`src/rtl/board_ctrl_pkg.sv`:
```
// board_ctrl_pkg: shared timing constants, the per-button event record and
// a counter-width helper for the board control block.
package board_ctrl_pkg;

    localparam int FRAME_CYCLES         = 800 * 525;
    localparam int SECOND_CYCLES        = 60 * FRAME_CYCLES;
    localparam int POR_CYCLES_DEF       = 512;
    localparam int DEBOUNCE_CYCLES_DEF  = 65536;
    localparam int HOLD_CYCLES_DEF      = SECOND_CYCLES;
    localparam int HEARTBEAT_CYCLES_DEF = SECOND_CYCLES;

    // Debounced state of one button plus its one-cycle edge pulses.
    typedef struct packed {
        logic level;
        logic rise;
        logic fall;
    } btn_evt_t;

    // Width of a counter that must be able to hold max_val itself.
    function automatic int cnt_width(input int max_val);
        return (max_val < 1) ? 1 : $clog2(max_val + 1);
    endfunction

endpackage

```
`src/rtl/btn_debounce.sv`:
```
// btn_debounce: two-flop synchroniser, stability counter and registered
// rise/fall pulses for a single pushbutton. flip_o is the combinational
// "level changes at this edge" strobe so the parent can act on the same
// edge the debounced level moves.
module btn_debounce
    import board_ctrl_pkg::*;
#(
    parameter int DEBOUNCE_CYCLES = DEBOUNCE_CYCLES_DEF
) (
    input  logic     clk_i,
    input  logic     rst_i,
    input  logic     raw_i,
    output btn_evt_t evt_o,
    output logic     flip_o
);

    localparam int              CW       = cnt_width(DEBOUNCE_CYCLES);
    localparam logic [CW-1:0]   CNT_LAST = CW'(DEBOUNCE_CYCLES - 1);

    logic          sync1_q, sync2_q;
    logic [CW-1:0] cnt_q, cnt_d;
    btn_evt_t      evt_q, evt_d;
    logic          flip;

    // Two-flop synchroniser for the asynchronous pin.
    always_ff @(posedge clk_i) begin
        if (rst_i) begin
            sync1_q <= 1'b0;
            sync2_q <= 1'b0;
        end else begin
            sync1_q <= raw_i;
            sync2_q <= sync1_q;
        end
    end

    // Count consecutive disagreeing samples; flip the level on the last one.
    always_comb begin
        cnt_d = '0;
        flip  = 1'b0;
        if (sync2_q != evt_q.level) begin
            if (cnt_q == CNT_LAST) begin
                flip = 1'b1;
            end else begin
                cnt_d = cnt_q + 1'b1;
            end
        end
        evt_d.level = flip ? sync2_q : evt_q.level;
        evt_d.rise  = flip & sync2_q;
        evt_d.fall  = flip & ~sync2_q;
    end

    // Debounce counter and registered level/edge outputs.
    always_ff @(posedge clk_i) begin
        if (rst_i) begin
            cnt_q <= '0;
            evt_q <= '0;
        end else begin
            cnt_q <= cnt_d;
            evt_q <= evt_d;
        end
    end

    assign evt_o  = evt_q;
    assign flip_o = flip;

endmodule

```
`src/rtl/board_ctrl.sv`:
```
// board_ctrl: debounced buttons, power-up reset stretch, optional
// hold-to-reset on button RESET_BTN and a heartbeat square wave.
// Build option: define BOARD_CTRL_HOLD_RESET_EN to enable hold-to-reset;
// without it RESET_BTN is an ordinary button.
module board_ctrl
    import board_ctrl_pkg::*;
#(
    parameter int NUM_BTNS         = 4,
    parameter int RESET_BTN        = 0,
    parameter int DEBOUNCE_CYCLES  = DEBOUNCE_CYCLES_DEF,
    parameter int POR_CYCLES       = POR_CYCLES_DEF,
    parameter int HOLD_CYCLES      = HOLD_CYCLES_DEF,
    parameter int HEARTBEAT_CYCLES = HEARTBEAT_CYCLES_DEF
) (
    input  logic                clk_pixel,
    input  logic                reset,
    input  logic [NUM_BTNS-1:0] btn_raw,
    output logic [NUM_BTNS-1:0] btn_level,
    output logic [NUM_BTNS-1:0] btn_rise,
    output logic [NUM_BTNS-1:0] btn_fall,
    output logic                sys_reset,
    output logic                heartbeat
);

    if (RESET_BTN < 0 || RESET_BTN >= NUM_BTNS || DEBOUNCE_CYCLES < 1 ||
        POR_CYCLES < 1 || HEARTBEAT_CYCLES < 1) begin : g_bad_params
        $error("board_ctrl: parameter out of range");
    end

    // ---------------- buttons ----------------
    btn_evt_t [NUM_BTNS-1:0] evt;
    logic     [NUM_BTNS-1:0] btn_flip;

    for (genvar i = 0; i < NUM_BTNS; i++) begin : g_btn
        btn_debounce #(
            .DEBOUNCE_CYCLES(DEBOUNCE_CYCLES)
        ) u_deb (
            .clk_i (clk_pixel),
            .rst_i (reset),
            .raw_i (btn_raw[i]),
            .evt_o (evt[i]),
            .flip_o(btn_flip[i])
        );
        assign btn_level[i] = evt[i].level;
        assign btn_rise[i]  = evt[i].rise;
        assign btn_fall[i]  = evt[i].fall;
    end

    // Only the reset button's flip strobe feeds the hold logic.
    logic unused_flip;
    assign unused_flip = ^btn_flip;

    // ---------------- POR stretch ----------------
    localparam int            PW       = cnt_width(POR_CYCLES);
    localparam logic [PW-1:0] POR_LOAD = PW'(POR_CYCLES);

    logic [PW-1:0] por_cnt_q, por_cnt_d;
    logic          por_active;
    logic          por_reload;
    logic          hold_active;

    assign por_active = (por_cnt_q != '0);

    // Count down to zero and stay there; a hold release restarts the stretch.
    always_comb begin
        por_cnt_d = por_cnt_q;
        if (por_reload) begin
            por_cnt_d = POR_LOAD;
        end else if (por_active) begin
            por_cnt_d = por_cnt_q - 1'b1;
        end
    end

    // POR counter register; reset loads the full stretch.
    always_ff @(posedge clk_pixel) begin
        if (reset) begin
            por_cnt_q <= POR_LOAD;
        end else begin
            por_cnt_q <= por_cnt_d;
        end
    end

    // ---------------- hold-to-reset ----------------
`ifdef BOARD_CTRL_HOLD_RESET_EN
    localparam int            HW       = cnt_width(HOLD_CYCLES);
    localparam logic [HW-1:0] HOLD_MAX = HW'(HOLD_CYCLES);

    logic [HW-1:0] hold_cnt_q, hold_cnt_d;

    assign hold_active = (hold_cnt_q == HOLD_MAX);
    // Release is taken from the debouncer's strobe so the stretch starts on
    // the very edge the debounced level drops.
    assign por_reload  = hold_active & btn_flip[RESET_BTN] & btn_level[RESET_BTN];

    // Saturating count of debounced-held cycles; any release clears it.
    always_comb begin
        hold_cnt_d = '0;
        if (btn_level[RESET_BTN]) begin
            hold_cnt_d = hold_active ? hold_cnt_q : hold_cnt_q + 1'b1;
        end
    end

    // Hold counter register.
    always_ff @(posedge clk_pixel) begin
        if (reset) begin
            hold_cnt_q <= '0;
        end else begin
            hold_cnt_q <= hold_cnt_d;
        end
    end
`else
    assign hold_active = 1'b0;
    assign por_reload  = 1'b0;
`endif

    // ---------------- system reset ----------------
    logic sys_reset_q;

    // Registered OR of all reset sources.
    always_ff @(posedge clk_pixel) begin
        if (reset) begin
            sys_reset_q <= 1'b1;
        end else begin
            sys_reset_q <= por_active | hold_active;
        end
    end

    assign sys_reset = sys_reset_q;

    // ---------------- heartbeat ----------------
    localparam int            BW      = cnt_width(HEARTBEAT_CYCLES);
    localparam logic [BW-1:0] HB_LAST = BW'(HEARTBEAT_CYCLES - 1);

    logic [BW-1:0] hb_cnt_q, hb_cnt_d;
    logic          hb_q, hb_d;

    // Wrap the half-period counter and toggle the LED on each wrap.
    always_comb begin
        hb_cnt_d = hb_cnt_q + 1'b1;
        hb_d     = hb_q;
        if (hb_cnt_q == HB_LAST) begin
            hb_cnt_d = '0;
            hb_d     = ~hb_q;
        end
    end

    // Heartbeat registers; only the board reset clears them, so the LED keeps
    // blinking through a hold-reset.
    always_ff @(posedge clk_pixel) begin
        if (reset) begin
            hb_cnt_q <= '0;
            hb_q     <= 1'b0;
        end else begin
            hb_cnt_q <= hb_cnt_d;
            hb_q     <= hb_d;
        end
    end

    assign heartbeat = hb_q;

endmodule

```
`config.mk`:
```
export PLATFORM = sky130hd
export DESIGN_NAME = board_ctrl
export DESIGN_NICKNAME = d
export VERILOG_FILES = /design/src/rtl/board_ctrl_pkg.sv /design/src/rtl/btn_debounce.sv /design/src/rtl/board_ctrl.sv
export SDC_FILE = /design/constraint.sdc
export NUM_CORES = 1
export LEC_CHECK = 0
export ABC_AREA = 1
export BUFFER_PORTS_ARGS = -buffer_cell sky130_fd_sc_hd__buf_2
export CORE_UTILIZATION = 63
export CTS_CLUSTER_SIZE = 8
export DETAILED_ROUTE_END_ITERATION = 12
export PLACE_DENSITY = 0.86
export SKIP_CTS_REPAIR_TIMING = 1
export SYNTH_ARGS = -nofsm -noshare
export SYNTH_HDL_FRONTEND = slang
export SYNTH_HIERARCHICAL = 1
export SYNTH_SLANG_ARGS = --single-unit
```
`constraint.sdc`:
```
create_clock -name clk_pixel -period 5 [get_ports clk_pixel]
set_input_delay 0.5 -clock clk_pixel [delete_from_list [all_inputs] [get_ports clk_pixel]]
set_output_delay 0.5 -clock clk_pixel [all_outputs]
set_load 0.01 [all_outputs]
```
Word-level counts from Yosys, hierarchy flattened:

Cells that the tools add are included.

* equal/unequal tests: 9
* bitwise operators: 17
* reduce and logical (&&, ||, !) cells: 6
* add/sub/neg operators: 6
* multiplexer cells: 8

Operators with widths (number)
* 17-bit by 1-bit adder with 17-bit output, second input constant: 4
* 17-bit by 16-bit == test with 1-bit output, second input constant: 4
* 25-bit by 1-bit adder with 25-bit output, second input constant: 1
* 25-bit == test, second input constant: 1
* 3-bit OR reduction: 4
* 10-bit nonzero test: 1
* 10-bit by 1-bit subtractor with 10-bit output, second input constant: 1
* 1-bit NOT: 9
* 1-bit bitwise AND: 8
* 1-bit two-way mux: 8
* 1-bit inequality test: 4
* 2-bit OR reduction: 1

* bits of input ports: 6
* register bits after elaboration: 125
* output and inout bits: 14

Depth between registers and ports, before layout:

Gate-level depths: netlist (run 1).

* depth after elaboration: 4
* gate-level depth with buffers: 10

Cells and area by module:

Netlist (run 1), hierarchy kept.

By module, submodules not included
* btn_debounce: seq. area each 440.4 um^2, cells an instance 143, instances 4, area an instance 1013.5 um^2
* board_ctrl: seq. area each 740.7 um^2, cells an instance 286, instances 1, area an instance 1893.1 um^2

Worst setup path after synthesis (run 1):

No wires, ideal clock.

* kind: register -> register
* start: register g_btn[0].u_deb.cnt_q[0]
* end: register g_btn[0].u_deb.cnt_q[6]
* path buffers: 1
* library setup time: 0.114 ns
* data required time: 4.886 ns
* period minus slack after synthesis: 1.613 ns
* path slack: 3.387 ns
* arrival: 1.499 ns
* cell stages (with the launch flop): 11
* cells stage by stage: dfxtp_1 ha_1 nand2_2 nor2_4 nand3_1 nor2_1 ha_1 inv_1 nand2_1 buf_6 nor2_1

* word-level cells in the longest chain between the ends: 2
* elaborated cells between the ends (all ways): 3
* classes of those cells: 1 x add/sub; 1 x eq/ne; 1 x reduce/logical

RTL lines
* from (decl): line btn_debounce.sv:21 `logic [CW-1:0] cnt_q, cnt_d;`
* from (signal assigned): line btn_debounce.sv:58 `cnt_q <= cnt_d;`
* parallel branches: the longest is 2 deep, another holds 17-bit by 1-bit adder with 17-bit output

Parallel ways; which one is timed is not known.
A chain may end at the register's enable or synchronous reset.

Final worst setup path (run 1):

* start: register g_btn[1].u_deb.cnt_q[0]
* end: register g_btn[1].u_deb.cnt_q[16]

* word-level cells in the longest chain between the ends: 2
* elaborated cells between the ends (all ways): 3
* classes of those cells: 1 x add/sub; 1 x eq/ne; 1 x reduce/logical

RTL lines (line)
* from (decl): btn_debounce.sv:21
* from (signal assigned): btn_debounce.sv:58
* parallel branches: the longest is 2 deep, another holds 17-bit by 1-bit adder with 17-bit output

Parallel ways; which one is timed is not known.

==> flow_metrics.env, run 1 <==
export IMPL_outcome="finished, final reports clean"
export IMPL_wl_met2_microns=5740
export IMPL_clkLatencyLatePin_ps=530
export IMPL_cts_buffers=17
export IMPL_cts_tree="yes"
export IMPL_cp_required_ps=5390
export IMPL_antenna_found_initial=0
export IMPL_start_util_pct=64.5
export IMPL_syn_avg_cell_area_sq_um=6.95
export IMPL_clk_path_buf_depth=2
export IMPL_clock_skew_final_ps=9.38
export IMPL_fin_ws_ps=2990
export IMPL_num_nets_final=902
export IMPL_drt_wl_total_microns=11700
export IMPL_seq_area_sq_um=2500
export IMPL_yosysWarnings=6
export IMPL_maxSlewViolCount=0
export IMPL_setup_violations_final=0
export IMPL_syn_to_final_growth_pct=13.4
export IMPL_power_density_nw_per_um2=372
export IMPL_worstSetupPathType="flop to flop"
export IMPL_core_area_sq_um=9200
export IMPL_die_w_microns=99.0
export IMPL_relSlewSlack_pct=51.2
export IMPL_drive_above_1_share_pct=10.0
export IMPL_io_buffer_count=19
export IMPL_ctsHtreeMaxLevel=4
export IMPL_gp_congestion=0.880
export IMPL_hold_slack_ps=199
export IMPL_netlist_instances=854
export IMPL_grt_ovfl_total=0
export IMPL_num_vias=5121
export IMPL_hp_class="input pin to flop"
export IMPL_drtAntennaViolNets=0
export IMPL_fin_tns_setup_ps=0
export IMPL_drt_drc_violations_left=0
export IMPL_syn_num_nets=870
export IMPL_total_power_mw=2.51
export IMPL_grt_start_max_net_pins=36
export IMPL_cp_max_fo=11
export IMPL_fillers=724
export IMPL_hpwl_microns=8090
export IMPL_arrival_ps=2400
export IMPL_wl_per_cell_microns=11.6
export IMPL_r2r_slack_ps=2990
export IMPL_place_area_sq_um=6100
export IMPL_root_buffer="clkbuf_8"
export IMPL_antennaDiodeCount=0
export IMPL_clk_pin_slew_ps=60
export IMPL_multi_input_area_sq_um=2950
export IMPL_synth_area_sq_um=5930
export IMPL_io_pins=20
export IMPL_finalHoldViolations=0
export IMPL_rows=35
export IMPL_die_area_sq_um=9810
export IMPL_worstMarginPinSlew_ps=731
export IMPL_period_share_pct=40.2
export IMPL_wl_met3_microns=482
export IMPL_maxCapViolCount=0
export IMPL_topRoutingLayerUsed="met4"
export IMPL_vias_per_cell=5.08
export IMPL_rsz0062_at_grt="no"
export IMPL_track_usage_pct=26.2
export IMPL_p_leak_nw=2.51
export IMPL_post_place_ws_ps=3040
export IMPL_drt_iter0_drc=152
export IMPL_wl_met1_microns=5310
export IMPL_grt_pass1_vias=4804
export IMPL_grt_pass1_wl_microns=20500
export IMPL_clock_sinks=125
export IMPL_cp_start_kind="flop"
export IMPL_clock_fmax_mhz=498
export IMPL_fin_crit_ps=2010
export IMPL_peakVddDrop_v=0.000256
export IMPL_fp_dieH_microns=99.0
export IMPL_firstDrtPassIters=5
export IMPL_cp_end_kind="flop"
export IMPL_fin_area_sq_um=6730
==> state kept, by name, summed over array words and instances (netlist names) <==
name and count:
sys_reset 1, por_cnt_q 10, g_btn.u_deb/cnt_q 68, g_btn.u_deb/sync1_q 4, g_btn.u_deb/evt_o 12, heartbeat 1
g_btn.u_deb/sync2_q 4, hb_cnt_q 25
==> worst max-delay path: stages (launching register included) <==
cell     delay (ps)
dfxtp_1         370
ha_1            200
nand2_2          80
nor2_4          140
nand3_1         140
nor2_1          150
ha_1            250
inv_1            90
nand2_1         340
nor2_1          110
==> path summary, 6_finish.rpt <==
path / start / to / depth (start not counted)
worst max-delay path: g_btn[1].u_deb/cnt_q[0] / g_btn[1].u_deb/cnt_q[16] / 9
worst min-delay path: btn_raw[2] / g_btn[2].u_deb/sync1_q / 3
worst max register to register: g_btn[1].u_deb/cnt_q[0] / g_btn[1].u_deb/cnt_q[16] / 9
worst min register to register: g_btn[1].u_deb/sync1_q / g_btn[1].u_deb/sync2_q / 2
==> cell type report <==
type | instances | area share, %
multi-input cells | 614 | 43.9
flip-flops and latches | 125 | 37.2
clock buffers | 22 | 7.03
inverters | 109 | 6.08
clock inverters | 9 | 2.34
well taps | 111 | 2.06
repair buffers | 19 | 1.41
==> cells in the final DEF, fill, tap and decap left out, drive strengths merged <==
cell type,instances
a211oi,1
a21oi,34
a31oi,4
and2,1
buf,19
bufinv,4
clkbuf,22
clkinv,2
clkinvlp,2
dfxtp,125
ha,10
inv,110
nand2,243
nand3,43
nand3b,2
nand4,8
nor2,192
nor3,10
nor3b,8
nor4,4
o21ai,8
o21bai,12
or2,11
xnor2,7
xor2,16
==> metrics by stage <==
| stage | utilization, % | cells |
|---|---|---|
| 2_1_floorplan | - | 854 |
| 3_3_place_gp | 66.3 | 978 |
| 3_5_place_dp | 66.3 | 978 |
| 4_1_cts | 73.2 | 1009 |
| 5_1_grt | 73.2 | 1009 |
| 6_report | 73.2 | 1009 |
==> report_power, final <==
| group | switching (mW) | total (mW) | internal (mW) |
|---|---|---|---|
| registers | 0.0209 | 1.05 | 1.03 |
| clock network | 0.431 | 1.29 | 0.861 |
| logic | 0.101 | 0.164 | 0.0635 |
==> routing by layer <==
metal | track usage (%) | vias up
met5 | 0 | -
met4 | 11.4 | 0
met3 | 6.31 | 19
met2 | 45.0 | 101
met1 | 31.1 | 2283
li1 | - | 2718
Power figures use the tool's default switching activity.
==> run 2, diff against run 1 <==
Settings changed: CORE_UTILIZATION 63 to 56, PLACE_DENSITY 0.86 to 0.81.
Clock period 5 ns to 1.8 ns, I/O delays scaled along.
==> flow_metrics.env, run 2 (synthesized netlist as in run 1, its figures left out) <==
export IMPL_period_share_pct=92.1
export IMPL_antennaDiodeCount=0
export IMPL_grtUsageMet1_pct=27.7
export IMPL_antenna_found_initial=0
export IMPL_cp_max_fo=11
export IMPL_p_seq_share_pct=43.5
export IMPL_r2r_end="g_btn[0].u_deb/cnt_q[2]"
export IMPL_peakVddDrop_v=0.000659
export IMPL_cts_buffers=17
export IMPL_pwr_share_comb_pct=7.1
export IMPL_rr_worst_depth=10
export IMPL_core_area_sq_um=10300
export IMPL_drt_wl_total_microns=11500
export IMPL_vias_per_cell=4.92
export IMPL_worstMarginPinSlew_ps=377
export IMPL_clock_sinks=125
export IMPL_power_switching_mw=1.54
export IMPL_cp_start_kind="flop"
export IMPL_dp_cells=1015
export IMPL_io_pins=20
export IMPL_track_usage_pct=22.2
export IMPL_fin_area_sq_um=6970
export IMPL_place_area_sq_um=6280
export IMPL_clock_fmax_mhz=603
export IMPL_holdPathStages=2
export IMPL_instances_no_fill=1052
export IMPL_wl_per_cell_microns=10.9
export IMPL_final_cell_mix="nand2_1 (229), nor2_1 (175), dfxtp_1 (119), inv_1 (108), nand3_1 (40)"
export IMPL_clk_pin_slew_ps=60
export IMPL_rows=37
export IMPL_fin_tns_setup_ps=0
export IMPL_firstDrtPassIters=5
export IMPL_maxSlewViolCount=0
export IMPL_clk_path_buf_depth=2
export IMPL_grt_ovfl_total=0
export IMPL_cts_tree="yes"
export IMPL_power_density_nw_per_um2=961
export IMPL_syn_to_final_growth_pct=17.5
export IMPL_gp_congestion=0.881
export IMPL_grt_pass1_wl_microns=19800
export IMPL_cp_end_kind="flop"
export IMPL_num_nets_final=919
export IMPL_clkLatencyLatePin_ps=530
export IMPL_outcome="finished, final reports clean"
export IMPL_drtAntennaViolNets=0
export IMPL_busiest_layer="met2"
export IMPL_final_common_cell="nand2_1"
export IMPL_grt_util_met2_pct=36.6
export IMPL_drt_iter0_drc=365
export IMPL_setup_violations_final=0
export IMPL_hp_start="g_btn[3].u_deb/sync1_q"
export IMPL_p_leak_nw=2.59
export IMPL_ctsHtreeMaxLevel=4
export IMPL_swShare_pct=22.9
export IMPL_hpwl_microns=7870
export IMPL_total_power_mw=6.70
export IMPL_rr_startpoint="g_btn[0].u_deb/cnt_q[0]"
export IMPL_hold_end="g_btn[3].u_deb/sync2_q"
export IMPL_grt_start_max_net_pins=26
export IMPL_maxCapViolCount=0
export IMPL_num_vias=5179
export IMPL_clock_skew_final_ps=6.58
export IMPL_fin_crit_ps=1660
export IMPL_hp_class="flop to flop"
export IMPL_post_place_ws_ps=63.5
export IMPL_fin_ws_ps=141
export IMPL_largest_reg_flops=68
export IMPL_die_area_sq_um=11000
export IMPL_arrival_ps=2080
export IMPL_finalHoldViolations=0
export IMPL_r2r_slack_ps=140
export IMPL_cp_required_ps=2220
export IMPL_drive_above_1_share_pct=13.2
export IMPL_p_int_mw=5.16
export IMPL_grt_pass1_vias=4661
export IMPL_fp_dieH_microns=105
export IMPL_start_util_pct=57.7
export IMPL_worstSetupPathType="flop to flop"
export IMPL_clkPwrFrac_pct=49.4
export IMPL_root_buffer="clkbuf_8"
export IMPL_die_w_microns=105
export IMPL_io_buffer_count=19
export IMPL_drt_drc_violations_left=0
export IMPL_relSlewSlack_pct=74.7
export IMPL_gr_usage_met3_pct=6.18
export IMPL_top_register="g_btn.u_deb/cnt_q"
[run 2: cell count changes in the layout (fill, tap and decap cells not counted), sizes merged]
cell         before  now
clkinv            2    6
dlygate4sd3       0    5
bufinv            4    2
inv             110  109
buf              19   31
[run 2: per-stage QoR]
stage	hold slack, ps	utilization (%)
3_5_place_dp	390	61.1
4_1_cts	-160	66.8
2_1_floorplan	249	-
6_report	401	67.8
5_1_grt	414	67.8
3_3_place_gp	386	61.1
[run 2: worst max-delay path by stage]
stage	from	slack, ps	cells after the start	endpoint
2_1_floorplan	g_btn[0].u_deb/cnt_q[0]	200	10	g_btn[0].u_deb/cnt_q[6]
6_report	g_btn[0].u_deb/cnt_q[0]	140	10	g_btn[0].u_deb/cnt_q[2]
3_3_place_gp	g_btn[2].u_deb/cnt_q[0]	130	10	g_btn[2].u_deb/cnt_q[2]
3_5_place_dp	g_btn[0].u_deb/cnt_q[0]	60	10	g_btn[0].u_deb/cnt_q[2]
5_1_grt	g_btn[0].u_deb/cnt_q[0]	-5	10	g_btn[0].u_deb/cnt_q[2]
4_1_cts	g_btn[3].u_deb/cnt_q[0]	50	8	g_btn[3].u_deb/evt_o[0]
[run 2: cell type report]
class | count | area (sq um)
fillers | 847 | 3310
multi-input cells | 614 | 3000
flip-flops and latches | 125 | 2510
clock buffers | 22 | 473
inverters | 109 | 409
repair buffers | 36 | 298
well taps | 136 | 170
clock inverters | 10 | 113
[run 2: worst max-delay path, cell delays in order, from the launching register on]
cell and delay [ps]:
dfxtp_2 360, ha_2 200, nand2_2 70, nor2_4 90, nand3_1 110, nor2_1 120, ha_2 230, inv_1 70
nand2_1 110, buf_12 140, nor3b_1 50
[run 2: layer usage]
layer	vias to the layer above	share of wire [%]
met3	14	3.3
met2	80	47
li1	2756	-
met1	2329	48
met5	-	0
met4	0	1.4
[run 2: power groups by stage]
stage               Combinational (mW)  Clock [mW]  Sequential (mW)
finish                           0.478        3.31             2.91
global route                     0.556        3.51             2.93
CTS                              0.471        3.36             2.91
detailed placement               0.457           0             2.97
global placement                 0.447           0             2.97
floorplan                        0.370           0             2.96
==> run 3, diff against run 2 <==
Settings changed: ABC_AREA 1 to not set, CORE_UTILIZATION 56 to 55, PLACE_DENSITY 0.81 to 0.8.
==> flow_metrics.env, run 3 <==
export IMPL_clock_skew_final_ps=9.09
export IMPL_relSlewSlack_pct=55.1
export IMPL_endpoint="hb_cnt_q[14]"
export IMPL_clock_fmax_mhz=526
export IMPL_vias_per_cell=5.99
export IMPL_hpwl_microns=8310
export IMPL_worstSetupPathType="flop to flop"
export IMPL_cp_start_kind="flop"
export IMPL_syn_to_final_growth_pct=44.9
export IMPL_r2r_end="hb_cnt_q[14]"
export IMPL_p_seq_share_pct=41.0
export IMPL_yosysWarnings=6
export IMPL_maxSlewViolCount=0
export IMPL_maxCapViolCount=0
export IMPL_rr_worst_depth=7
export IMPL_violations="negative setup slack"
export IMPL_total_power_mw=7.42
export IMPL_ctsHtreeMaxLevel=4
export IMPL_root_buffer="clkbuf_8"
export IMPL_io_pins=20
export IMPL_io_buffer_count=19
export IMPL_drtAntennaViolNets=0
export IMPL_swShare_pct=25.2
export IMPL_worstMarginPinSlew_ps=673
export IMPL_power_switching_mw=1.87
export IMPL_rsz0062_at_grt="yes"
export IMPL_fin_ws_ps=-102
export IMPL_hold_slack_ps=184
export IMPL_num_nets_final=752
export IMPL_netlist_instances=592
export IMPL_firstDrtPassIters=5
export IMPL_rows=36
export IMPL_clk_pin_slew_ps=60
export IMPL_clkPwrFrac_pct=46.6
export IMPL_cp_required_ps=2210
export IMPL_cp_end_kind="flop"
export IMPL_antenna_found_initial=0
export IMPL_cts_tree="yes"
export IMPL_grt_pass1_wl_microns=20900
export IMPL_hp_class="input pin to flop"
export IMPL_fp_dieH_microns=102
export IMPL_period_share_pct=106
export IMPL_setup_violations_final=42
export IMPL_largest_reg_flops=68
export IMPL_cp_max_fo=5
export IMPL_r2r_slack_ps=-100
export IMPL_grt_ovfl_total=0
export IMPL_outcome="finished with violations"
export IMPL_syn_num_nets=608
export IMPL_synth_area_sq_um=5480
export IMPL_grt_pass1_vias=4826
export IMPL_final_cell_mix="dfxtp_1 (104), buf_4 (97), nand3_1 (44), nor2_1 (35)"
export IMPL_drt_iter0_drc=231
export IMPL_num_vias=5282
export IMPL_clk_path_buf_depth=2
export IMPL_wl_per_cell_microns=17.3
export IMPL_track_usage_pct=25.9
export IMPL_top_register="g_btn.u_deb/cnt_q"
export IMPL_drt_wl_total_microns=15200
export IMPL_arrival_ps=2310
export IMPL_fin_crit_ps=1900
export IMPL_pwr_share_comb_pct=12.5
export IMPL_peakVddDrop_v=0.000756
export IMPL_drt_drc_violations_left=0
export IMPL_cts_buffers=17
export IMPL_rr_startpoint="hb_cnt_q[1]"
export IMPL_worstSetupStartpoint="hb_cnt_q[1]"
export IMPL_gp_congestion=0.816
export IMPL_start_util_pct=56.3
export IMPL_antennaDiodeCount=0
export IMPL_die_w_microns=102
export IMPL_finalHoldViolations=0
export IMPL_holdPathStages=2
export IMPL_syn_avg_cell_area_sq_um=9.25
export IMPL_clkLatencyLatePin_ps=530
export IMPL_p_leak_nw=2.75
export IMPL_core_area_sq_um=9730
export IMPL_grt_start_max_net_pins=19
export IMPL_final_common_cell="dfxtp_1"
export IMPL_die_area_sq_um=10400
export IMPL_drive_above_1_share_pct=38.6
export IMPL_power_density_nw_per_um2=935
export IMPL_p_int_mw=5.55
export IMPL_clock_sinks=125
run 3: worst min path at each step:
stage	end	slack, ps	from
after detailed placement	g_btn[3].u_deb/sync1_q	400	btn_raw[3]
after floorplan	g_btn[0].u_deb/sync1_q	250	reset
final	g_btn[0].u_deb/evt_o[2]	180	reset
after global routing	g_btn[2].u_deb/sync2_q	200	reset
after CTS	g_btn[3].u_deb/sync1_q	-150	btn_raw[3]
after global placement	g_btn[3].u_deb/sync1_q	390	btn_raw[3]
run 3: through the flow:
stage | std cells | util, % | area [sq um] | setup slack [ps] | setup TNS, ps
2_1_floorplan | 592 | - | 5730 | -101 | -620
3_3_place_gp | 823 | 68.4 | 6660 | -54.5 | -672
3_5_place_dp | 823 | 68.4 | 6660 | -94.3 | -2260
4_1_cts | 855 | 74.5 | 7250 | -134 | -3470
5_1_grt | 882 | 81.5 | 7930 | -119 | -5860
6_report | 882 | 81.5 | 7930 | -102 | -1280
run 3: layer usage:
layer | track usage (%) | part of all wire [%]
met1 | 27.8 | 39
met3 | 7.04 | 4.7
met2 | 46.2 | 53
met5 | 0 | 0
met4 | 13.7 | 3.2
run 3: area by class of cell:
type	count	area, sq um
well taps	133	166
repair buffers	135	1100
inverters	26	97.6
clock inverters	13	173
clock buffers	19	422
flip-flops and latches	125	2530
multi-input cells	431	3440
fillers	524	1800
run 3: critical path, stage by stage (launching register included):
cell and delay [ps]:
dfxtp_2 350, ha_4 150, nand3_4 90, or4_4 580, buf_6 150, buf_4 130
o21ai_0 240, a21oi_2 100
run 3: power groups by stage:
stage	logic, mW	clock network (mW)	registers [mW]
6_report	0.925	3.45	3.04
5_1_grt	1.01	3.63	3.05
4_1_cts	0.780	3.49	3.01
3_5_place_dp	0.749	0	3.07
3_3_place_gp	0.725	0	3.05
2_1_floorplan	0.469	0	3.06
